[src/rtl/apb_pkg.sv]
// apb_pkg: shared APB bridge types and constants.
package apb_pkg;
  localparam int APB_DATA_WIDTH = 32;
  localparam logic [APB_DATA_WIDTH-1:0] APB_ERR_RDATA = 32'hDEAD_BEEF;
  typedef enum logic [1:0] {IDLE, SETUP, ACCESS, RESP} apb_state_e;
endpackage

[src/rtl/apb_master_bridge.sv]
// apb_master_bridge: single-beat CPU requests to APB SETUP/ACCESS transfers with a ready timeout.
module apb_master_bridge
  import apb_pkg::*;
#(
  parameter int ADDR_WIDTH = 12,
  parameter int TIMEOUT = 256,
  parameter logic [APB_DATA_WIDTH-1:0] ERR_RDATA = APB_ERR_RDATA
) (
  input  logic                      clk,
  input  logic                      rst,
  input  logic                      req_i,
  input  logic                      req_we_i,
  input  logic [ADDR_WIDTH-1:0]     req_addr_i,
  input  logic [APB_DATA_WIDTH-1:0] req_wdata_i,
  output logic                      req_gnt_o,
  output logic                      rsp_valid_o,
  output logic [APB_DATA_WIDTH-1:0] rsp_rdata_o,
  output logic                      rsp_err_o,
  output logic [ADDR_WIDTH-1:0]     addr_o,
  output logic [APB_DATA_WIDTH-1:0] wdata_o,
  output logic                      write_o,
  output logic                      sel_o,
  output logic                      enable_o,
  input  logic [APB_DATA_WIDTH-1:0] rdata_i,
  input  logic                      ready_i
);
  localparam int CW = $clog2(TIMEOUT + 1);
  apb_state_e r_state;
  logic [CW-1:0] r_cnt;
  logic w_timeout;
  assign w_timeout = r_cnt == CW'(TIMEOUT - 1);
  // Bus strobes decode straight from the state register so reset drops them asynchronously.
  assign req_gnt_o = r_state == IDLE;
  assign sel_o = r_state == SETUP || r_state == ACCESS;
  assign enable_o = r_state == ACCESS;
  assign rsp_valid_o = r_state == RESP;
  always_ff @(posedge clk or posedge rst)
    if (rst) begin
      r_state <= IDLE;
      addr_o <= '0;
      wdata_o <= '0;
      write_o <= 1'b0;
      rsp_rdata_o <= '0;
      rsp_err_o <= 1'b0;
    end else
      case (r_state)
        IDLE: if (req_i) begin
          addr_o <= req_addr_i;
          wdata_o <= req_wdata_i;
          write_o <= req_we_i;
          r_state <= SETUP;
        end
        SETUP: r_state <= ACCESS;
        ACCESS: if (ready_i || w_timeout) begin
          rsp_rdata_o <= write_o ? '0 : ready_i ? rdata_i : ERR_RDATA;
          rsp_err_o <= !ready_i;
          r_state <= RESP;
        end
        default: r_state <= IDLE;
      endcase
  // Counts ACCESS cycles; cleared on acceptance so SETUP starts from zero.
  always_ff @(posedge clk or posedge rst)
    if (rst) r_cnt <= '0;
    else if (r_state == IDLE && req_i) r_cnt <= '0;
    else if (r_state == ACCESS) r_cnt <= r_cnt + 1'b1;
endmodule

[config.mk]
export PLATFORM = sky130hd
export DESIGN_NAME = apb_master_bridge
export DESIGN_NICKNAME = d
export VERILOG_FILES = /design/src/rtl/apb_pkg.sv /design/src/rtl/apb_master_bridge.sv
export SDC_FILE = /design/constraint.sdc
export NUM_CORES = 1
export LEC_CHECK = 0
export BUFFER_PORTS_ARGS = -buffer_cell sky130_fd_sc_hd__buf_2
export CAP_MARGIN = 20
export CORE_MARGIN = 5
export CORE_UTILIZATION = 47
export CTS_CLUSTER_DIAMETER = 30
export DETAILED_ROUTE_END_ITERATION = 6
export GPL_TIMING_DRIVEN = 0
export HOLD_SLACK_MARGIN = 0.06
export PLACE_DENSITY_LB_ADDON = 0.12
export SLEW_MARGIN = 20
export SYNTH_ARGS = -nofsm -noshare
export SYNTH_HDL_FRONTEND = slang
export SYNTH_SLANG_ARGS = --single-unit
[constraint.sdc]
create_clock -name clk -period 2.94 [get_ports clk]
set_input_delay 0 -clock clk [delete_from_list [all_inputs] [get_ports clk]]
set_output_delay 0 -clock clk [all_outputs]
set_load 0.02 [all_outputs]
==> results of run 1 <==
-- Yosys cell counts (5+ instances only) --
master and instances:
nand2_1 43, o21ai_1 9, nor2_1 8, dfrtp_1 89, o31ai_1 24, ha_1 6
buf_6 9, mux2_2 43, nor2b_1 26, clkbuf_1 5
-- worst min-delay path, cell delays in order --
cell,delay (ns)
buf_2,0.17
nor2b_1,0.15
o31ai_1,0.07
-- kinds of logic after synthesis --
family	count (synthesis)
AO/OA/AOI/OAI	43
XOR/XNOR	4
flip-flops	89
AND/OR/NAND/NOR	87
buffers and inverters	25
multiplexers	48
adder cells (fa/ha/maj)	6
-- what timing repair did --
action	in CTS	in global routing
gates resized for setup	0	0
hold buffers	78	0
setup buffers	0	0
hold endpoints to repair	125	0
endpoints found under the setup margin	0	0
-- final cells by class --
class                      count  area [sq um]
buffer                        21         161.4
inverter                       4         17.52
clock inverter                 6         115.1
tap                          102         127.6
timing repair buffer         240          1607
clock buffer                  10         127.6
multi-input combinational    188          1356
sequential                    89          2227
fill                         526          2028
-- metrics by stage --
| stage | instance area (sq um) | total power [mW] |
|---|---|---|
| 5_1_grt | 5739 | 6.068 |
| 4_1_cts | 5739 | 5.722 |
| 3_5_place_dp | 4716 | 4.642 |
| 2_1_floorplan | 3760 | 3.772 |
| 3_3_place_gp | 4693 | 4.569 |
| 6_report | 5739 | 5.710 |
-- power by group through the flow --
stage / Combinational, mW / Sequential, mW / Clock (mW)
global route: 2.85 / 2.14 / 1.08
CTS: 2.65 / 2.06 / 1.02
floorplan: 1.08 / 2.70 / 0
detailed placement: 2.56 / 2.08 / 0
global placement: 2.51 / 2.05 / 0
finish: 2.64 / 2.07 / 1.00
-- routing by layer --
| metal | wire, um | vias up | GRT usage [%] |
|---|---|---|---|
| met5 | 0 | - | 0 |
| met4 | 182 | 0 | 7.248 |
| met3 | 650 | 16 | 4.208 |
| met2 | 5093 | 118 | 36.88 |
| met1 | 4325 | 1512 | 26.42 |
| li1 | - | 1535 | - |
-- state kept, by name (all words and copies together) (netlist names) --
name / flops
rsp_rdata_o: 32
wdata_o: 32
addr_o: 12
r_cnt: 9
r_state: 2
rsp_err_o: 1
write_o: 1
-- layout by cell type (no fill, tap or decap), drive strengths merged --
cell type / instances
buf: 178
dfrtp: 89
dlygate4sd3: 78
mux2: 46
nand2: 43
nor2b: 26
o31ai: 24
clkbuf: 15
o21ai: 13
nor2: 8
ha: 6
inv: 5
a21oi: 4
nand3: 3
xor2: 3
or3: 3
bufinv: 3
nand4: 3
mux2i: 2
o21bai: 1
and2: 1
a211oi: 1
xnor2: 1
clkinv: 1
clkinvlp: 1
-- worst paths after layout --
| kind | start | cells past startpoint | slack, ns | endpoint |
|---|---|---|---|---|
| worst max-delay path | r_cnt[0]$_DFFE_PP0P_ | 9 | 1.07 | rsp_rdata_o[10]$_DFFE_PP0P_ |
| worst min-delay path | ready_i | 3 | 0.08 | rsp_rdata_o[26]$_DFFE_PP0P_ |
| worst max register to register | r_cnt[0]$_DFFE_PP0P_ | 9 | 1.07 | rsp_rdata_o[10]$_DFFE_PP0P_ |
| worst min register to register | rsp_err_o$_DFFE_PP0P_ | 2 | 0.48 | rsp_err_o$_DFFE_PP0P_ |
| max in group asynchronous | rst | 4 | 1.97 | rsp_rdata_o[1]$_DFFE_PP0P_ |
| min in group asynchronous | rst | 3 | 0.33 | wdata_o[18]$_DFFE_PP0P_ |
==> impl_metrics.tcl, run 1 <==
set metrics [dict create \
    status "complete, no violations" \
    dp.cells 566 \
    antenna_found_initial 0 \
    combPwrFrac_pct 46.2 \
    cts_tree "built" \
    final_core_util_pct 73.89 \
    diodes 0 \
    slew_headroom_pct 59.35 \
    first_global_vias 3490 \
    drt-initial-drc-count 65 \
    required_ns 3.18 \
    synth.area.mux_share_pct 14.31 \
    arrival_ns 2.11 \
    grt_setup_unrepaired "false" \
    via_per_inst 4.820 \
    yosysUniqueCellTypes 27 \
    yosys.area_share.xor_xnor_pct 0.9318 \
    cts.sinks 89 \
    clkTransAtPathRegs_ns 0.09 \
    hold_viol 0 \
    num_rows 32 \
    cp_cell_sequence "ha_1, nand3_1, nor2_1, ha_1, o21ai_1, buf_4, buf_6, nand2_1, o31ai_1" \
    crit_fanout 10 \
    initial_core_util_pct 48.41 \
    synth-simple-area-share_pct 11.38 \
    cts.path.max_buffers 2 \
    vias 3181 \
    p_int_mw 3.430 \
    synth_cells 302 \
    wl_per_cell_um 15.53 \
    synthAdderAreaFrac_pct 1.997 \
    pwr_density_cell_nw_per_um2 994.9 \
    setup_viol 0 \
    cts-root-buf "clkbuf_8" \
    slowest_stage "dfrtp_1" \
    port_buffers 161 \
    synthTopCellsByArea "dfrtp_1 59%, mux2_2 13%, o31ai_1 4.8%" \
    fin_nets 640 \
    switchingPower_mw 2.280 \
    yosysWarnings 0 \
    crit_buf_inv 2 \
    netlist_area_sq_um 3760 \
    power_frac_clock_pct 17.6 \
    grt_pass1_wl_um 16840 \
    io_pins 163 \
    clkLatencyLatePin_ns 0.35 \
    cp-start-kind "flip-flop" \
    critical_path_class "flip-flop to flip-flop" \
    drtAntennaViolNets 0 \
    whs_ns 0.07988 \
    power_frac_seq_pct 36.2 \
    routabilityCongestion 0.7746 \
    ys.flop_type "dfrtp_1" \
    hpwlAfterDp_um 6754 \
    hp-class "primary input to flip-flop" \
    tns_ns 0 \
    p_leak_nw 2.798 \
    core_area_sq_um 7767 \
    async_reset_ff_share_pct 100.0 \
    slew_violations 0 \
    synth_seq_cells 89 \
    ir_worst_vdd_v 0.0005912 \
    fin_ws_ns 1.071 \
    die_area_sq_um 9888 \
    min_period_ns 1.869 \
    dr.pass1.iters 4 \
    postSynthAreaPerCell_sq_um 12.45 \
    numCtsBuffers 9 \
    dieWidth_um 99.44 \
    ys_seq_area_share_pct 59.23 \
    grt_max_degree 50 \
    synth_top_family_by_area "multiplexers" \
    synth_edf_count 0 \
    syn_nets 389 \
    synth.top_cell.area_share_pct 59.23 \
    grt_use_total_pct 21.22 \
    max_cap_violations 0 \
    worstMarginPinSlew_ns 0.6098 \
    finalWirelength_um 10250 \
    layout-drive-gt1-share_pct 42.47 \
    drc_errors 0 \
    p_sw_share_pct 39.93 \
    endpoint_kind "flip-flop" \
    cp_top_family "adder cells" \
    dp_slack_ns 1.110 \
    slowest_delay_ns 0.44 \
    clock_skew_ns 0.008393 \
    die_h_um 99.44 \
    final_cells 660 \
    synth-compound-area-share_pct 7.454 \
    synthToLayoutAreaGrowth_pct 52.65 \
    period_share_pct 63.57 \
    cpMostUsedCell "ha_1" \
    yosysTopAreaCell "dfrtp_1" \
    htreeDepth 3 \
    grt_remaining_overflow 0 \
    fmax_ghz 0.5351 \
]
Power figures use the tool's default switching activity.
==> run 2: changes to the inputs <==
--- a/config.mk
+++ b/config.mk
@@ -8,7 +8,7 @@
 export BUFFER_PORTS_ARGS = -buffer_cell sky130_fd_sc_hd__buf_2
 export CAP_MARGIN = 20
 export CORE_MARGIN = 5
-export CORE_UTILIZATION = 47
+export CORE_UTILIZATION = 43
 export CTS_CLUSTER_DIAMETER = 30
 export DETAILED_ROUTE_END_ITERATION = 6
 export GPL_TIMING_DRIVEN = 0
==> constraint.sdc (replaced) <==
create_clock -name clk -period 1.7 [get_ports clk]
set_input_delay 0 -clock clk [delete_from_list [all_inputs] [get_ports clk]]
set_output_delay 0 -clock clk [all_outputs]
set_load 0.02 [all_outputs]
==> impl_metrics.tcl, run 2 (same netlist as run 1, synthesis figures left out) <==
set metrics [dict create \
    wl_per_cell_um 15.36 \
    final_cells 678 \
    core_area_sq_um 8636 \
    vias 3229 \
    fin_nets 653 \
    endpoint_kind "flip-flop" \
    diodes 0 \
    reg2reg_slack_ns 0.02 \
    clock_skew_ns 0.01222 \
    cts-root-buf "clkbuf_8" \
    hp-class "primary input to flip-flop" \
    port_buffers 161 \
    layout_common_cells "164 x buf_2, 89 x dfrtp_1, 78 x dlygate4sd3_1" \
    drc_errors 0 \
    die_h_um 103.5 \
    hold_viol 0 \
    synthToLayoutAreaGrowth_pct 60.10 \
    io_pins 163 \
    antenna_found_initial 0 \
    cp_cell_sequence "ha_4, nand3_2, nor2_2, ha_2, o21ai_4, buf_6, buf_6, nand2_2, o31ai_4" \
    worstMarginPinSlew_ns 0.6260 \
    slowest_stage "dfrtp_1" \
    layout_commonest_cell "buf_2" \
    initial_core_util_pct 43.54 \
    drt-initial-drc-count 101 \
    drtAntennaViolNets 0 \
    cpMostUsedCell "buf_6" \
    setup_viol 0 \
    cts.path.max_buffers 2 \
    r2r-start "r_cnt[1]$_DFFE_PP0P_" \
    nFillCells 656 \
    fmax_ghz 0.5960 \
    first_global_vias 3466 \
    r2r_cells 9 \
    p_leak_nw 2.881 \
    reg2reg_to "rsp_rdata_o[23]$_DFFE_PP0P_" \
    period_share_pct 98.70 \
    arrival_ns 1.89 \
    finalWirelength_um 10410 \
    critical_path_class "flip-flop to flip-flop" \
    htreeDepth 3 \
    worstSetupEndpoint "rsp_rdata_o[23]$_DFFE_PP0P_" \
    required_ns 1.91 \
    grt_remaining_overflow 0 \
    dp_slack_ns -0.1771 \
    fin_ws_ns 0.02208 \
    via_per_inst 4.763 \
    status "complete, no violations" \
    cts_tree "built" \
    whs_ns 0.1133 \
    grt_pass1_wl_um 17350 \
    slew_headroom_pct 58.27 \
    max_cap_violations 0 \
    largestRegisters "rsp_rdata_o: 32 flops, wdata_o: 32 flops, addr_o: 12 flops" \
    slew_violations 0 \
    layout-drive-gt1-share_pct 48.95 \
    ir_worst_vdd_v 0.0009527 \
    cp-start-kind "flip-flop" \
    routabilityCongestion 0.7423 \
    hpwlAfterDp_um 6787 \
    num_rows 34 \
    pwr_density_cell_nw_per_um2 1699 \
    setup.worst_path.start "r_cnt[1]$_DFFE_PP0P_" \
    crit_fanout 10 \
    total_power_mw 10.23 \
    numCtsBuffers 9 \
    grt_use_total_pct 19.64 \
    min_period_ns 1.678 \
    clkTransAtPathRegs_ns 0.09 \
    slowest_delay_ns 0.40 \
    cts.sinks 89 \
    dieWidth_um 103.5 \
    clkLatencyLatePin_ns 0.36 \
    dr.pass1.iters 4 \
    grt_setup_unrepaired "true" \
    dp.cells 573 \
    die_area_sq_um 10710 \
    grt_max_degree 34 \
]
run 2: cell count changes in the layout (fill, tap and decap cells not counted), sizes merged:
cell      previous run  this run
buf                178       191
clkinv               1         0
bufinv               3         2
clkbuf              15        14
clkinvlp             1         4
inv                  5         4
run 2: area by class of cell:
type / instances / area, sq um / area share [%]
timing repair buffer: 253 / 1720 / 28.58
clock buffer: 9 / 123.9 / 2.058
inverter: 4 / 18.77 / 0.3118
tap: 108 / 135.1 / 2.245
sequential: 89 / 2227 / 37.00
buffer: 21 / 191.4 / 3.180
multi-input combinational: 188 / 1511 / 25.11
clock inverter: 6 / 91.34 / 1.517
run 2: metal layers:
metal  vias up  GRT usage (%)  wire [um]
met1      1521          24.14       4430
li1       1563              -          -
met5         -              0          0
met2       125          33.01       4999
met3        20          5.162        747
met4         0          7.404        235
run 2: per-stage QoR:
stage	area (sq um)	utilization [%]	setup TNS [ns]
5_1_grt	6020	69.70	-1.365
4_1_cts	5801	67.17	-0.005837
6_report	6020	69.70	0
3_3_place_gp	4705	54.48	-4.169
3_5_place_dp	4745	54.94	-5.975
2_1_floorplan	3764	-	0
run 2: power breakdown:
part	total [mW]	switching [mW]	internal, mW
sequential	3.57	0.505	3.07
combinational	5.08	2.87	2.21
clock	1.58	0.754	0.824
total	10.2	4.13	6.10
run 2: worst min-delay path by stage:
stage | startpoint | endpoint | slack (ns) | cells past startpoint
after CTS | req_i | r_state[0]$_DFFE_PP0P_ | 0.06 | 4
after global placement | req_addr_i[7] | addr_o[7]$_DFFE_PP0P_ | 0.22 | 2
after global routing | req_i | r_state[1]$_DFFE_PP0P_ | 0.14 | 4
after floorplan | rdata_i[14] | rsp_rdata_o[14]$_DFFE_PP0P_ | 0.13 | 2
after detailed placement | rst | wdata_o[26]$_DFFE_PP0P_ | 0.1 | 2
final | req_i | r_state[1]$_DFFE_PP0P_ | 0.11 | 4
run 2: what timing repair did:
item	in CTS	in global routing
setup endpoints to repair	75	81
hold buffers	78	0
setup buffers	6	6
pin swaps	1	5
cloned	0	0
gates resized for setup	4	41
endpoints found under the hold margin	101	0
run 2: worst max-delay path, delay by kind of cell (launching register included):
| kind | cells | cell delay (ns) |
|---|---|---|
| flip-flops | 1 | 0.40 |
| buffers and inverters | 2 | 0.29 |
| AO/OA/AOI/OAI | 2 | 0.14 |
| adder cells (fa/ha/maj) | 2 | 0.40 |
| AND/OR/NAND/NOR | 3 | 0.30 |
==> run 3: changes to the inputs <==
--- a/config.mk
+++ b/config.mk
@@ -7,8 +7,10 @@
 export LEC_CHECK = 0
 export BUFFER_PORTS_ARGS = -buffer_cell sky130_fd_sc_hd__buf_2
 export CAP_MARGIN = 20
+export CELL_PAD_IN_SITES_DETAIL_PLACEMENT = 0
+export CELL_PAD_IN_SITES_GLOBAL_PLACEMENT = 1
 export CORE_MARGIN = 5
-export CORE_UTILIZATION = 43
+export CORE_UTILIZATION = 33
 export CTS_CLUSTER_DIAMETER = 30
 export DETAILED_ROUTE_END_ITERATION = 6
 export GPL_TIMING_DRIVEN = 0
==> impl_metrics.tcl, run 3 (same netlist as run 1, synthesis figures left out) <==
set metrics [dict create \
    status "complete, no violations" \
    dp.cells 609 \
    cts-root-buf "clkbuf_16" \
    cpMostUsedCell "ha_2" \
    slew_violations 0 \
    dr.pass1.iters 4 \
    fin_ws_ns 0.04001 \
    dpl_cell_area_sq_um 4816 \
    wl_per_cell_um 14.75 \
    grt_setup_unrepaired "true" \
    slew_headroom_pct 65.47 \
    p_sw_share_pct 38.17 \
    die_h_um 116.7 \
    via_per_inst 4.521 \
    layout_commonest_cell "buf_2" \
    core_area_sq_um 11270 \
    total_power_mw 10.65 \
    num_rows 39 \
    drtAntennaViolNets 0 \
    io_pins 163 \
    slowest_stage "dfrtp_1" \
    cts.sinks 89 \
    layout_common_cells "164 x buf_2, 88 x dfrtp_1, 78 x dlygate4sd3_1" \
    fin_nets 655 \
    finalWirelength_um 10560 \
    p_int_mw 6.586 \
    routabilityCongestion 0.7186 \
    grt_remaining_overflow 0 \
    endpoint_kind "flip-flop" \
    hold_viol 0 \
    grt_use_total_pct 14.85 \
    ir_worst_vdd_v 0.0007588 \
    period_share_pct 97.65 \
    critical_path_class "flip-flop to flip-flop" \
    dieWidth_um 116.7 \
    arrival_ns 1.89 \
    max_cap_violations 0 \
    switchingPower_mw 4.065 \
    grt_max_degree 32 \
    die_area_sq_um 13630 \
    slowest_delay_ns 0.39 \
    min_period_ns 1.660 \
    numCtsBuffers 9 \
    setup_viol 0 \
    antenna_found_initial 0 \
    port_buffers 161 \
    first_global_vias 3229 \
    htreeDepth 3 \
    clock_skew_ns 0.005295 \
    grt_pass1_wl_um 15900 \
    synthToLayoutAreaGrowth_pct 63.83 \
    p_leak_nw 2.964 \
    cp_cell_sequence "ha_2, nand3_2, nor2_2, ha_2, o21ai_4, buf_12, clkbuf_16, nand2_1, o31ai_1" \
    pwr_density_cell_nw_per_um2 1729 \
    drt-initial-drc-count 81 \
    hp-class "primary input to flip-flop" \
    clkTransAtPathRegs_ns 0.06 \
    power_frac_clock_pct 20.0 \
    drc_errors 0 \
    hpwlAfterDp_um 7150 \
    combPwrFrac_pct 46.5 \
    worstMarginPinSlew_ns 0.5179 \
    dp_slack_ns -0.2017 \
    power_frac_seq_pct 33.4 \
    cts.path.max_buffers 2 \
    vias 3237 \
    cts_tree "built" \
    required_ns 1.93 \
    largestRegisters "rsp_rdata_o: 32 flops, wdata_o: 32 flops, addr_o: 12 flops" \
    final_cells 716 \
    layout-drive-gt1-share_pct 46.25 \
    initial_core_util_pct 33.36 \
    diodes 0 \
    crit_fanout 8 \
    fmax_ghz 0.6024 \
    clkLatencyLatePin_ns 0.34 \
    cp-start-kind "flip-flop" \
    final_area_sq_um 6160 \
]
## run 3: cell count changes in the layout (fill, tap and decap cells not counted), moves of 2 or more
cell / change
buf_6: -3
nand2_2: -6
clkbuf_8: -8
o31ai_4: -3
o31ai_1: +10
clkinvlp_4: -3
clkinv_2: +2
buf_4: -2
nand2_1: +6
o31ai_2: -7
clkbuf_16: +12
## run 3: through the flow
step	TNS, ns	hold slack [ns]	utilization, %
3_5_place_dp	-6.119	0.04603	42.72
3_3_place_gp	-10.64	0.2193	42.12
5_1_grt	-0.4224	0.1437	54.65
4_1_cts	0	0.06898	52.86
2_1_floorplan	0	0.1273	-
6_report	0	0.1300	54.65
## run 3: critical path, delay by kind of cell, from the launching register on
family                   cells  cell delay (ns)
flip-flops                   1             0.39
AO/OA/AOI/OAI                2             0.26
adder cells (fa/ha/maj)      2             0.41
buffers and inverters        2             0.32
AND/OR/NAND/NOR              3             0.17
## run 3: power by group through the flow
stage                     combinational (mW)  clock (mW)  sequential (mW)
final                                   4.96        2.13             3.56
after global routing                    5.37        2.26             3.69
after CTS                               4.70        2.20             3.56
after detailed placement                4.47           0             3.61
after global placement                  4.42           0             3.56
after floorplan                         1.86           0             4.66
## run 3: layer usage
layer / up-vias / track usage [%] / part of all wire, %
li1: 1570 / - / -
met1: 1544 / 19.57 / 44
met2: 107 / 23.17 / 46
met3: 16 / 3.575 / 7.7
met4: 0 / 6.728 / 2.1
met5: - / 0 / 0
## run 3: layout make-up
class / count / area (sq um)
Buffer: 21 / 206.4
Fill cell: 1015 / 5112
Clock inverter: 5 / 78.83
Inverter: 4 / 18.77
Multi-Input combinational cell: 188 / 1404
Tap cell: 143 / 178.9
Clock buffer: 11 / 242.7
Timing Repair Buffer: 255 / 1802
Sequential cell: 89 / 2228
## run 3: path summary, 6_finish.rpt
check | start | to | slack (ns) | depth (start not counted)
setup / recovery | r_cnt[0]$_DFFE_PP0P_ | rsp_rdata_o[9]$_DFFE_PP0P_ | 0.04 | 9
hold / removal | req_i | r_state[1]$_DFFE_PP0P_ | 0.13 | 4
setup reg to reg | r_cnt[0]$_DFFE_PP0P_ | rsp_rdata_o[9]$_DFFE_PP0P_ | 0.04 | 9
hold reg to reg | rsp_rdata_o[2]$_DFFE_PP0P_ | rsp_rdata_o[2]$_DFFE_PP0P_ | 0.48 | 2
max in group asynchronous | rst | wdata_o[0]$_DFFE_PP0P_ | 0.96 | 4
min in group asynchronous | rst | addr_o[4]$_DFFE_PP0P_ | 0.24 | 3
## run 3: repair_timing
item / 4_1_cts / 5_1_grt
hold buffers: 78 / 0
setup endpoints to repair: 53 / 78
cloned: 1 / 3
hold endpoints to repair: 166 / 0
buffers inserted: 2 / 7
pin swaps: 2 / 5
gates resized for setup: 6 / 20
